$ cat config.mk
export PLATFORM = sky130hd
export DESIGN_NAME = sa_feeder
export DESIGN_NICKNAME = d
export VERILOG_FILES = /design/src/rtl/sa_feeder.sv
export SDC_FILE = /design/constraint.sdc
export NUM_CORES = 1
export LEC_CHECK = 0
export ABC_AREA = 1
export CAP_MARGIN = 20
export CORE_AREA = 2 2 82 124
export CTS_BUF_LIST = sky130_fd_sc_hd__clkbuf_8
export DETAILED_ROUTE_END_ITERATION = 16
export DIE_AREA = 0 0 84 126
export PLACE_DENSITY = 0.69
export SKIP_CTS_REPAIR_TIMING = 1
export SLEW_MARGIN = 20
export SYNTH_ARGS = -nofsm -noshare
export SYNTH_HDL_FRONTEND = slang
export SYNTH_SLANG_ARGS = --single-unit
$ cat constraint.sdc
create_clock -name clk -period 6.8 [get_ports clk]
set_input_delay 2.04 -clock clk [delete_from_list [all_inputs] [get_ports clk]]
set_output_delay 2.04 -clock clk [all_outputs]
set_load 0.01 [all_outputs]
$ cat src/rtl/sa_feeder.sv
// Feeds a 2x2 weight-stationary systolic array: clears accumulators, shifts in the job
// weights, then streams skewed activation vectors and drains the array before signalling done.
module sa_feeder #(
  parameter int unsigned DATA_W       = 8,
  parameter int unsigned DRAIN_CYCLES = 4
) (
  input  logic              clk,
  input  logic              rst,
  input  logic              start,
  input  logic [DATA_W-1:0] w11,
  input  logic [DATA_W-1:0] w12,
  input  logic [DATA_W-1:0] w21,
  input  logic [DATA_W-1:0] w22,
  input  logic              act_valid,
  output logic              act_ready,
  input  logic [DATA_W-1:0] act_a0,
  input  logic [DATA_W-1:0] act_a1,
  input  logic              act_last,
  output logic              clear,
  output logic              weight_load,
  output logic [DATA_W-1:0] w_in1,
  output logic [DATA_W-1:0] w_in2,
  output logic [DATA_W-1:0] act_in1,
  output logic [DATA_W-1:0] act_in2,
  output logic [DATA_W-1:0] psum_in1,
  output logic [DATA_W-1:0] psum_in2,
  output logic              busy,
  output logic              done,
  output logic [7:0]        vec_count
);

  typedef enum logic [2:0] {
    StIdle, StClear, StWload0, StWload1, StStream, StFlush, StDrain, StDone
  } state_e;

  localparam int unsigned CntW = (DRAIN_CYCLES > 1) ? $clog2(DRAIN_CYCLES) : 1;
  localparam logic [CntW-1:0] CntLast = CntW'(DRAIN_CYCLES - 1);

  state_e            state_q, state_d;
  logic [CntW-1:0]   drain_cnt_q, drain_cnt_d;
  logic [DATA_W-1:0] w11_q, w11_d, w12_q, w12_d, w21_q, w21_d, w22_q, w22_d;
  logic [7:0]        vec_count_q, vec_count_d;
  logic [DATA_W-1:0] skew_q, skew_d;
  logic [DATA_W-1:0] act_in1_q, act_in1_d, act_in2_q, act_in2_d;
  logic [DATA_W-1:0] w_in1_q, w_in1_d, w_in2_q, w_in2_d;
  logic              act_ready_q, act_ready_d, clear_q, clear_d, weight_load_q, weight_load_d;
  logic              busy_q, busy_d, done_q, done_d;
  logic              accept;

  // act_ready_q is high exactly while in StStream, so it doubles as the handshake qualifier.
  assign accept = act_ready_q & act_valid;

  always_comb begin
    state_d     = state_q;
    drain_cnt_d = drain_cnt_q;
    w11_d       = w11_q;
    w12_d       = w12_q;
    w21_d       = w21_q;
    w22_d       = w22_q;
    vec_count_d = vec_count_q;
    unique case (state_q)
      StIdle: begin
        if (start) begin
          w11_d       = w11;
          w12_d       = w12;
          w21_d       = w21;
          w22_d       = w22;
          vec_count_d = '0;
          state_d     = StClear;
        end
      end
      StClear:  state_d = StWload0;
      StWload0: state_d = StWload1;
      StWload1: state_d = StStream;
      StStream: begin
        if (accept) begin
          if (vec_count_q != 8'hFF) vec_count_d = vec_count_q + 8'd1;
          if (act_last) state_d = StFlush;
        end
      end
      StFlush: begin
        drain_cnt_d = '0;
        state_d     = (DRAIN_CYCLES == 0) ? StDone : StDrain;
      end
      StDrain: begin
        if (drain_cnt_q == CntLast) begin
          state_d = StDone;
        end else begin
          drain_cnt_d = drain_cnt_q + 1'b1;
        end
      end
      StDone:  state_d = StIdle;
      default: state_d = StIdle;
    endcase
  end

  // Outputs are decoded from the next state so they line up with the state they belong to.
  always_comb begin
    clear_d       = (state_d == StClear);
    weight_load_d = (state_d == StWload0) || (state_d == StWload1);
    act_ready_d   = (state_d == StStream);
    busy_d        = (state_d != StIdle);
    done_d        = (state_d == StDone);
    w_in1_d       = '0;
    w_in2_d       = '0;
    if (state_d == StWload0) begin
      w_in1_d = w21_d;
      w_in2_d = w22_d;
    end else if (state_d == StWload1) begin
      w_in1_d = w11_d;
      w_in2_d = w12_d;
    end
    // Bubbles push zeros through both the row-1 path and the row-2 skew stage.
    act_in1_d = accept ? act_a0 : '0;
    skew_d    = accept ? act_a1 : '0;
    act_in2_d = skew_q;
  end

  always_ff @(posedge clk or posedge rst) begin
    if (rst) begin
      state_q       <= StIdle;
      drain_cnt_q   <= '0;
      w11_q         <= '0;
      w12_q         <= '0;
      w21_q         <= '0;
      w22_q         <= '0;
      vec_count_q   <= '0;
      skew_q        <= '0;
      act_in1_q     <= '0;
      act_in2_q     <= '0;
      w_in1_q       <= '0;
      w_in2_q       <= '0;
      act_ready_q   <= 1'b0;
      clear_q       <= 1'b0;
      weight_load_q <= 1'b0;
      busy_q        <= 1'b0;
      done_q        <= 1'b0;
    end else begin
      state_q       <= state_d;
      drain_cnt_q   <= drain_cnt_d;
      w11_q         <= w11_d;
      w12_q         <= w12_d;
      w21_q         <= w21_d;
      w22_q         <= w22_d;
      vec_count_q   <= vec_count_d;
      skew_q        <= skew_d;
      act_in1_q     <= act_in1_d;
      act_in2_q     <= act_in2_d;
      w_in1_q       <= w_in1_d;
      w_in2_q       <= w_in2_d;
      act_ready_q   <= act_ready_d;
      clear_q       <= clear_d;
      weight_load_q <= weight_load_d;
      busy_q        <= busy_d;
      done_q        <= done_d;
    end
  end

  assign act_ready   = act_ready_q;
  assign clear       = clear_q;
  assign weight_load = weight_load_q;
  assign w_in1       = w_in1_q;
  assign w_in2       = w_in2_q;
  assign act_in1     = act_in1_q;
  assign act_in2     = act_in2_q;
  assign psum_in1    = '0;
  assign psum_in2    = '0;
  assign busy        = busy_q;
  assign done        = done_q;
  assign vec_count   = vec_count_q;

endmodule

After elaboration in Yosys (flattened, before gate mapping)
Cells that the tools add are included.
{"block": "op_classes", "n_reduce_logical": 7, "div_mod_pow": 0, "n_shift": 0, "order_cmp": 0, "mux": 25, "n_bitwise": 1, "n_eq_ne": 18, "addsub": 2, "n_mul": 0}
{"cell": "$mux 8", "n": 17}
{"cell": "$pmux 3 s8", "n": 1}
{"cell": "$eq 3x3->1 const B", "n": 6}
{"cell": "$pmux 8 s2", "n": 1}
{"cell": "$eq 3x2->1 const B", "n": 4}
{"cell": "$mux 3", "n": 4}
{"cell": "$add 8x1->8 const B", "n": 1}
{"cell": "$ne 2x2->1 const B", "n": 4}
{"cell": "$ne 8x8->1 const B", "n": 1}
{"cell": "$eq 3x1->1 const B", "n": 2}
{"cell": "$pmux 2 s2", "n": 1}
{"cell": "$reduce_and 4->1", "n": 1}
{"cell": "$reduce_bool 2->1", "n": 2}
{"cell": "$logic_not 3->1", "n": 1}
{"cell": "$reduce_bool 3->1", "n": 1}
{"cell": "$add 2x1->2 const B", "n": 1}
{"cell": "$eq 2x2->1 const B", "n": 1}
{"cell": "$mux 2", "n": 1}
{"cell": "$reduce_and 2->1", "n": 1}
{"cell": "$and 1x1->1", "n": 1}
{"cell": "$logic_or 1x1->1", "n": 1}
{"block": "word_totals", "rom_bits": 0, "output_inout_bits": 61, "latchBits": 0, "reg_bits": 90, "n_memories": 0, "ram_bits": 0, "inputBits": 53}

Depth between registers and ports, before layout
Gate-level depths: netlist of the first run.
{"block": "logic_depth", "depth_word": 6, "ltp_mapped": 9, "depth_no_buf": 8}

Least setup slack after synthesis of the first run
No wires, ideal clock.
{"block": "synth_path", "kind": "input to register", "from": "input port act_valid", "to": "register vec_count_q[3] (netlist: vec_count[3])", "path_stages": 8, "path_slack_ns": 3.918, "required_time_ns": 6.674, "arrival_ns": 2.756, "setup_time_ns": 0.126, "path_cell_list": "nand2_1 > inv_1 > nand3_1 > nand2_1 > nand2_1 > buf_2 > nand2_1 > o21ai_0"}
{"block": "synth_via", "elab_chain_len": 3}
{"item": "start, declared", "line": "14", "source": "input logic act_valid,"}
{"item": "$and 1x1->1", "line": "51", "source": "assign accept = act_ready_q & act_valid;"}
{"item": "$ne 2x2->1 (no source line)"}
{"item": "$reduce_and 4->1 (no source line)"}
{"item": "end signal, assigned", "line": "145", "source": "vec_count_q <= vec_count_d;"}
{"item": "end, declared", "line": "42", "source": "logic [7:0] vec_count_q, vec_count_d;"}
Every way passes these cells.
A chain may end at the register's enable or synchronous reset.

Worst setup path after layout of the first run
{"block": "layout_path", "from": "input port start", "to": "register w_in2_q[1] (netlist: w_in2[1])"}
{"block": "layout_via", "elab_chain_len": 5}
{"item": "start, declared", "line": "9", "source": "input logic start,"}
{"item": "$mux 3", "line": "63", "source": "if (start) begin"}
{"item": "$pmux 3 s8", "line": "61", "source": "unique case (state_q)"}
{"item": "$eq 3x2->1", "line": "109", "source": "end else if (state_d == StWload1) begin"}
{"item": "$mux 8", "line": "109"}
{"item": "$mux 8 *", "line": "106", "source": "if (state_d == StWload0) begin"}
{"item": "via w_in2_d[1]", "line": "45", "source": "logic [DATA_W-1:0] w_in1_q, w_in1_d, w_in2_q, w_in2_d;"}
{"item": "end signal, assigned", "line": "150", "source": "w_in2_q <= w_in2_d;"}
{"item": "end, declared", "line": "45"}
The timed path passes the listed nets; every way through them passes the cells marked *.

==> results.tsv, run 1 <==
metric	value	unit
nets	552	
Core Util, Final	51.2	%
Die H	126	microns
detailed-placement wirelength estimate	5.30	mm
P&R area growth vs syn	31.1	%
Pwr per Cell Area	330	nW/um^2
Starting Density	39.1	%
clock root cell	clkbuf_8	
Arr. time, crit path	3.99	ns
drt pass-1 iters	5	
Leak Pwr	2.43	nW
status	complete, no violations	
Max stage delay on crit path	0.76	ns
Worst Setup End Kind	flop	
total I/O pin count	114	
CTS tree	built	
CP Max Fanout	65	
final hold viol count	0	
Pwr Total	1.61	mW
1st-iter DRT viols	110	
clock skew	0.00621	ns
Setup-failing EPs final	0	
total gr overflow	0	
DRC viols	0	
CP Cell Sequence	clkdlybuf4s50_1, nand3_4, inv_2, nand2_1, o211ai_1, nand2_1	
via count	2846	
Final Max Tran Viols	0	
maxcap violations	0	
final WL	7.49	mm
Die X	84	microns
WHS	0.352	ns
Final Critical Period	3.74	ns
Setup TNS	0	ns
clk_lat worst skew	0.36	ns
worst path bufs/invs	2	
drt via density	4.62	
min-delay worst type	reg2reg	
routability cong.	0.777	
fraction of layout cells with a size suffix above 1	4.39	%
initial antenna violation count	0	
vias in the first global route	2825	
Routed Antenna Nets	0	
H-tree level count	3	
Worst-path clk slew	0.08	ns
unrepaired setup endpoints after global routing	false	
worst slew pin tran	0.945	ns
CP max-delay cell	inv_2	
worst IR drop on VDD	0.190	mV
Die ar.	10600	sq um
Final WS setup	3.06	ns
Synth Warn #	0	
routed len/inst	12.2	microns
synthesized area per cell	9.29	sq um
fin crit share	55.0	%
most used cell, CP	nand2_1	
flops & latches, synth	90	
# clock sinks	90	
Slew HR	36.9	%
port buffer count	97	
startpoint types	primary input	
first-pass GRT wire length	13.0	mm
Fill cells	877	
largest net degree at the start of global routing	66	
Synth cell types	21	
Max clock buf depth	2	
GRT Util Overall	15.4	%
Crit Path Class	in2reg	
Antenna diodes	0	
Place WS	2.68	ns
cells after synthesis	401	
total CTS buffers	9	
Required @ worst endpoint	7.04	ns
core box area	9520	sq um
Seq/Total Area, Yosys	60.5	%
Syn Std Cell Area	3720	sq um
crit-path leading delay family	buffers and inverters	
number of placement rows	44	
Peak Freq	267	MHz
==> sequential cells by signal, indices dropped and copies added, names as in the netlist, 2 cells and up <==
signal and count:
act_in1 8, act_in2 8, act_in2_d 8, drain_cnt_q 2
state_q 3, vec_count 8, w11_q 8, w12_q 8
w21_q 8, w22_q 8, w_in1 8, w_in2 8
==> report_power, final <==
part	total [mW]	internal, mW	leakage, nW	switching, mW
Combinational	0.526	0.239	1.18	0.286
Sequential	0.781	0.698	1.16	0.0834
Clock	0.302	0.126	0.0887	0.177
==> final cells by class <==
cell class                      count  area (sq um)  area share (%)
Sequential cell                    90          2250            46.1
Multi-Input combinational cell    247          1160            23.8
Timing Repair Buffer               98           978            20.0
Inverter                           51           193            3.95
Tap cell                          115           144            2.95
Clock buffer                        9           124            2.54
Clock inverter                      6          28.8           0.590
==> layout by cell type, fill, tap and decap left out <==
cell type,instances
nor3_4,1
inv_1,51
o211ai_1,16
nand3_1,16
clkinvlp_4,1
inv_2,2
nand2_1,130
conb_1,16
nor2_4,2
nand4_1,1
o21a_1,16
clkinv_2,3
nor2_1,29
nor3_2,1
nand3_4,1
dfrtp_1,90
clkbuf_8,9
o21bai_1,1
clkdlybuf4s50_1,97
ha_1,2
or2_2,1
nand3b_1,1
buf_4,1
o21ai_0,13
==> metal layers <==
layer	part of all wire, %	GRT usage (%)	routed length, microns
met1	42	18.6	3130
met2	48	24.8	3570
met3	8.4	5.44	627
met4	2.2	7.12	164
met5	0	0	0
==> kinds of logic after synthesis <==
kind of cell,count (synthesis),synth area share (%)
AOI/OAI and AO/OA,46,8.40
adders and majority gates,2,0.672
buffers and inverters,79,10.0
DFF,90,60.5
other,1,0.101
and+or+nand+nor,183,20.3
==> cells in the mapped netlist, drive strengths merged <==
library cell	number	share of area [%]
clkbuf	1	0.10
nor3	2	0.54
nand3b	1	0.20
conb	1	0.10
inv	51	5.1
nor2	31	3.5
dfrtp	90	60
o21ai	13	1.7
o211ai	16	3.2
nand2	130	13
ha	2	0.67
or2	1	0.17
nand4	1	0.17
o21bai	1	0.20
buf	27	4.8
o21a	16	3.2
nand3	17	2.6
==> final timing paths <==
| kind | depth (start not counted) | startpoint | end | slack (ns) |
|---|---|---|---|---|
| hold / removal | 0 | act_in2_d[4]$_DFF_PP0_ | act_in2[4]$_DFF_PP0_ | 0.35 |
| setup / recovery | 6 | start | w_in2[1]$_DFF_PP0_ | 3.06 |
| min in group asynchronous | 2 | rst | act_in1[7]$_DFF_PP0_ | 2.07 |
| max in group asynchronous | 3 | rst | drain_cnt_q[0]$_DFFE_PP0P_ | 3.66 |
| hold reg to reg | 0 | act_in2_d[4]$_DFF_PP0_ | act_in2[4]$_DFF_PP0_ | 0.35 |
| setup reg to reg | 6 | state_q[1]$_DFF_PP0_ | w_in2[1]$_DFF_PP0_ | 4.56 |
==> worst reg2reg max path: cells and delay by family (launching register included) <==
kind	cells	cell delay, ns
buffers and inverters	1	0.77
AO/OA/AOI/OAI	1	0.15
AND/OR/NAND/NOR	4	0.72
flip-flops	1	0.50
==> stage by stage <==
step	cell area (sq um)	std cells
final	4880	616
after global routing	4880	616
after CTS	4880	616
after detailed placement	4730	601
after global placement	4720	601
after floorplan	3780	416
(Power assumes the default switching activity.)
==> run 2, diff against run 1 <==
- PLACE_DENSITY: 0.69 -> 0.71
- clock period: 6.8 -> 3.2 ns (I/O delays scaled with it)
==> results.tsv, run 2 (synthesis gave the netlist of run 1 again) <==
metric	value	unit	change
clk_lat worst skew	0.36	ns	about the same
worst IR drop on VDD	0.388	mV	+100%
total CTS buffers	9		unchanged
reg-to-reg critical path startpoint	state_q[0]$_DFF_PP0_		
crit-path leading delay family	buffers and inverters		
most common cell after layout, fill and taps aside	nand2_1		
Core Util, Final	52.8	%	+1.6 points
fraction of layout cells with a size suffix above 1	5.74	%	+1.4 points
Peak Freq	418	MHz	
drt via density	4.60		-0.51%
nets	555		+0.54%
Final WS setup	0.810	ns	-2.25 ns
routability cong.	0.827		+6.4%
Crit Path Class	reg2out		
Routed Antenna Nets	0		unchanged
Final Critical Period	2.39	ns	
commonest non-fill, non-tap cells in the layout	130 x nand2_1, 97 x clkdlybuf4s50_1, 90 x dfrtp_1		
Setup-failing EPs final	0		unchanged
Leak Pwr	2.49	nW	+2.4%
clock skew	0.00684	ns	+0.000632 ns
worst slew pin tran	0.598	ns	-0.347 ns
met3 wire len	558	microns	-11%
Die X	84	microns	unchanged
worst path bufs/invs	1		-1
Crit Reg-Reg Endpoint	w_in2[1]$_DFF_PP0_		
Worst Setup End Kind	output pin		
drt pass-1 iters	4		-1
Slew HR	59.9	%	+23 points
Die ar.	10600	sq um	unchanged
uppermost layer routed	met4		
core box area	9520	sq um	unchanged
flop-to-flop setup slack	1.45	ns	-3.11 ns
clock root cell	clkbuf_8		
Antenna diodes	0		unchanged
via count	2850		+0.14%
1st-iter DRT viols	126		+15%
GRT Util Overall	15.2	%	-0.23 points
Max stage delay on crit path	0.59	ns	-0.17 ns
CTS tree	built		
Setup TNS	0	ns	unchanged
min-delay worst type	reg2reg		
Pwr per Cell Area	748	nW/um^2	+130%
unrepaired setup endpoints after global routing	false		
fin crit share	74.7	%	
Worst-path clk slew	0.09	ns	about the same
final WL	7.71	mm	+2.9%
Starting Density	39.1	%	unchanged
total gr overflow	0		unchanged
WHS	0.354	ns	+0.00168 ns
Die H	126	microns	unchanged
Required @ worst endpoint	2.24	ns	-4.80 ns
detailed-placement wirelength estimate	5.35	mm	+0.93%
final hold viol count	0		unchanged
total I/O pin count	114		unchanged
status	complete, no violations		
maxcap violations	0		unchanged
Max clock buf depth	2		unchanged
Place WS	0.651	ns	-2.03 ns
H-tree level count	3		unchanged
P&R area growth vs syn	35.1	%	
initial antenna violation count	0		unchanged
Worst path depth	1		-5
Routed met2 length	3.73	mm	+4.5%
WL met1	3.25	mm	+3.9%
crit path capture	vec_count[3]		
startpoint types	flop		
first-pass GRT wire length	12.8	mm	-1.4%
CP Cell Sequence	clkdlybuf4s50_1		
CP Max Fanout	8		-88%
crit path from	vec_count[3]$_DFFE_PP0P_		
CP max-delay cell	clkdlybuf4s50_1		
R2R depth	7		+1
Arr. time, crit path	1.43	ns	-2.56 ns
largest net degree at the start of global routing	91		+38%
routed len/inst	12.4	microns	+2.2%
number of placement rows	44		unchanged
Final Max Tran Viols	0		unchanged
vias in the first global route	2826		+0.035%
# clock sinks	90		unchanged
port buffer count	97		unchanged
DRC viols	0		unchanged
run 2: metrics by stage:
| stage | area [sq um] | instances | total power [mW] |
|---|---|---|---|
| final | 5030 | 620 | 3.76 |
| after global routing | 5030 | 620 | 4.01 |
| after CTS | 5030 | 620 | 3.81 |
| after detailed placement | 4770 | 604 | 2.84 |
| after global placement | 4770 | 604 | 2.79 |
| after floorplan | 3780 | 416 | 2.36 |
run 2: cell type report:
type	instances	area (sq um)
well taps	115	144
inverters	51	195
clock buffers	11	151
clock inverters	5	108
multi-input cells	247	1150
fillers	856	4490
repair buffers	101	1030
flip-flops and latches	90	2250
run 2: where the power goes:
group	internal, mW	leakage, nW	switching [mW]
Combinational	0.527	1.19	0.625
Clock	0.565	0.130	0.394
Sequential	1.48	1.16	0.172
Total	2.57	2.49	1.19
run 2: how the worst min path moves through the flow:
| stage | end | cells after the start | start | slack [ns] |
|---|---|---|---|---|
| floorplan | act_in2[0]$_DFF_PP0_ | 0 | act_in2_d[0]$_DFF_PP0_ | 0.33 |
| CTS | act_in2[6]$_DFF_PP0_ | 0 | act_in2_d[6]$_DFF_PP0_ | 0.36 |
| finish | act_in2[6]$_DFF_PP0_ | 0 | act_in2_d[6]$_DFF_PP0_ | 0.35 |
| detailed placement | act_in2[6]$_DFF_PP0_ | 0 | act_in2_d[6]$_DFF_PP0_ | 0.33 |
| global placement | act_in2[5]$_DFF_PP0_ | 0 | act_in2_d[5]$_DFF_PP0_ | 0.33 |
| global route | act_in2[3]$_DFF_PP0_ | 0 | act_in2_d[3]$_DFF_PP0_ | 0.36 |
run 2: routing by layer:
metal,GRT usage [%],up-vias
met3,5.11,12
li1,-,1407
met4,6.55,0
met5,0,-
met2,25.5,103
met1,17.6,1328
==> run 3, diff against run 2 <==
- PLACE_DENSITY: 0.71 -> 0.69
- clock period: 3.2 -> 2.3 ns (I/O delays scaled with it)
==> results.tsv, run 3 (synthesis gave the netlist of run 1 again) <==
metric	value	unit	change
Worst Setup End Kind	output pin		
unrepaired setup endpoints after global routing	false		
fin crit share	91.4	%	
drt via density	4.59		-0.25%
Clk pwr share	24.5	%	-1.0 points
P&R area growth vs syn	35.4	%	
largest net degree at the start of global routing	66		-27%
Worst path depth	1		unchanged
Arr. time, crit path	1.41	ns	-0.02 ns
Worst-path clk slew	0.08	ns	about the same
maxcap violations	0		unchanged
CTS tree	built		
Final Critical Period	2.10	ns	
Leak Pwr	2.49	nW	about the same
Antenna diodes	0		unchanged
final hold viol count	0		unchanged
worst slew pin tran	0.529	ns	-0.0694 ns
Final Max Tran Viols	0		unchanged
switching power	1.66	mW	+40%
R2R depth	8		+1
HP Start	act_in2_d[0]$_DFF_PP0_		
Placed Instances	606		+0.33%
fraction of layout cells with a size suffix above 1	5.92	%	+0.17 points
total gr overflow	0		unchanged
Max clock buf depth	2		unchanged
worst IR drop on VDD	0.444	mV	+14%
Die H	126	microns	unchanged
routed len/inst	12.3	microns	-0.74%
GRT Util Overall	15.3	%	+0.13 points
Die X	84	microns	unchanged
reg-to-reg critical path startpoint	vec_count[0]$_DFFE_PP0P_		
Required @ worst endpoint	1.61	ns	-0.63 ns
# clock sinks	90		unchanged
crit-path leading delay family	buffers and inverters		
vias in the first global route	2822		-0.14%
commonest non-fill, non-tap cells in the layout	130 x nand2_1, 97 x clkdlybuf4s50_1, 90 x dfrtp_1		
Sequential Power Share	44.3	%	+0.4 points
Crit Path Class	reg2out		
clk_lat worst skew	0.35	ns	about the same
port buffer count	97		unchanged
CP Cell Sequence	clkdlybuf4s50_1		
startpoint types	flop		
drt pass-1 iters	4		unchanged
1st-iter DRT viols	60		-52%
Setup-failing EPs final	0		unchanged
Routed Antenna Nets	0		unchanged
final WL	7.68	mm	-0.42%
Setup TNS	0	ns	unchanged
min-delay worst type	reg2reg		
nets	557		+0.36%
DRC viols	0		unchanged
Die ar.	10600	sq um	unchanged
Starting Density	39.1	%	unchanged
CP Max Fanout	8		unchanged
Max stage delay on crit path	0.59	ns	about the same
Net Sw Frac	32.1	%	+0.44 points
routability cong.	0.833		+0.76%
status	complete, no violations		
crit path from	vec_count[3]$_DFFE_PP0P_		
worst path bufs/invs	1		unchanged
Pwr per Cell Area	1030	nW/um^2	+37%
total I/O pin count	114		unchanged
Peak Freq	476	MHz	
number of placement rows	44		unchanged
first-pass GRT wire length	13.0	mm	+1.6%
most common cell after layout, fill and taps aside	nand2_1		
internal power	3.52	mW	+37%
clock root cell	clkbuf_8		
CP max-delay cell	clkdlybuf4s50_1		
detailed-placement wirelength estimate	5.48	mm	+2.3%
via count	2852		+0.070%
clock skew	0.00914	ns	+0.00230 ns
hold path depth	0		unchanged
Non-Filler Instances	622		+0.32%
initial antenna violation count	0		unchanged
Comb power frac	31.3	%	+0.7 points
H-tree level count	3		unchanged
total CTS buffers	9		unchanged
Fill cells	866		+1.2%
core box area	9520	sq um	unchanged
Slew HR	64.6	%	+4.7 points
[run 3: cell types whose count changed in the layout (fill, tap and decap cells not counted), sizes merged]
cell | previous run | this run
clkbuf | 11 | 9
clkinv | 1 | 0
buf | 4 | 6
inv | 51 | 52
clkinvlp | 1 | 3
[run 3: power by group through the flow]
| stage | clock network (mW) | logic (mW) | registers [mW] |
|---|---|---|---|
| global placement | 0 | 1.58 | 2.31 |
| finish | 1.27 | 1.62 | 2.30 |
| detailed placement | 0 | 1.63 | 2.33 |
| global route | 1.38 | 1.82 | 2.36 |
| CTS | 1.31 | 1.65 | 2.30 |
| floorplan | 0 | 0.909 | 2.37 |
[run 3: through the flow]
stage | utilization [%] | setup slack (ns) | hold WS, ns | area (sq um) | power [mW]
after floorplan | - | 0.560 | 0.331 | 3780 | 3.28
after global placement | 50.4 | 0.246 | 0.333 | 4800 | 3.88
after detailed placement | 50.4 | 0.217 | 0.336 | 4800 | 3.97
after CTS | 52.9 | 0.159 | 0.354 | 5040 | 5.26
after global routing | 52.9 | 0.116 | 0.362 | 5040 | 5.56
final | 52.9 | 0.199 | 0.354 | 5040 | 5.19
[run 3: layer usage]
layer	vias to the layer above	track usage, %	wire (microns)
met2	96	24.8	3780
met3	6	5.11	522
met5	-	0	0
met4	0	6.17	110
li1	1410	-	-
met1	1340	18.8	3270
[run 3: final cells by class]
| type | instances | area [sq um] | area share, % |
|---|---|---|---|
| sequential | 90 | 2250 | 44.7 |
| multi-input combinational | 247 | 1150 | 22.9 |
| timing repair buffer | 103 | 1050 | 20.9 |
| inverter | 51 | 195 | 3.87 |
| tap | 115 | 144 | 2.85 |
| clock buffer | 9 | 124 | 2.46 |
| clock inverter | 7 | 118 | 2.33 |
[run 3: worst paths after layout]
check	end	slack [ns]
worst max-delay path	vec_count[3]	0.20
max in group asynchronous	w_in2[1]$_DFF_PP0_	1.15
worst min-delay path	act_in2[0]$_DFF_PP0_	0.35
worst max register to register	vec_count[6]$_DFFE_PP0P_	0.64
worst min register to register	act_in2[0]$_DFF_PP0_	0.35
min in group asynchronous	w21_q[6]$_DFF_PP0_	0.66
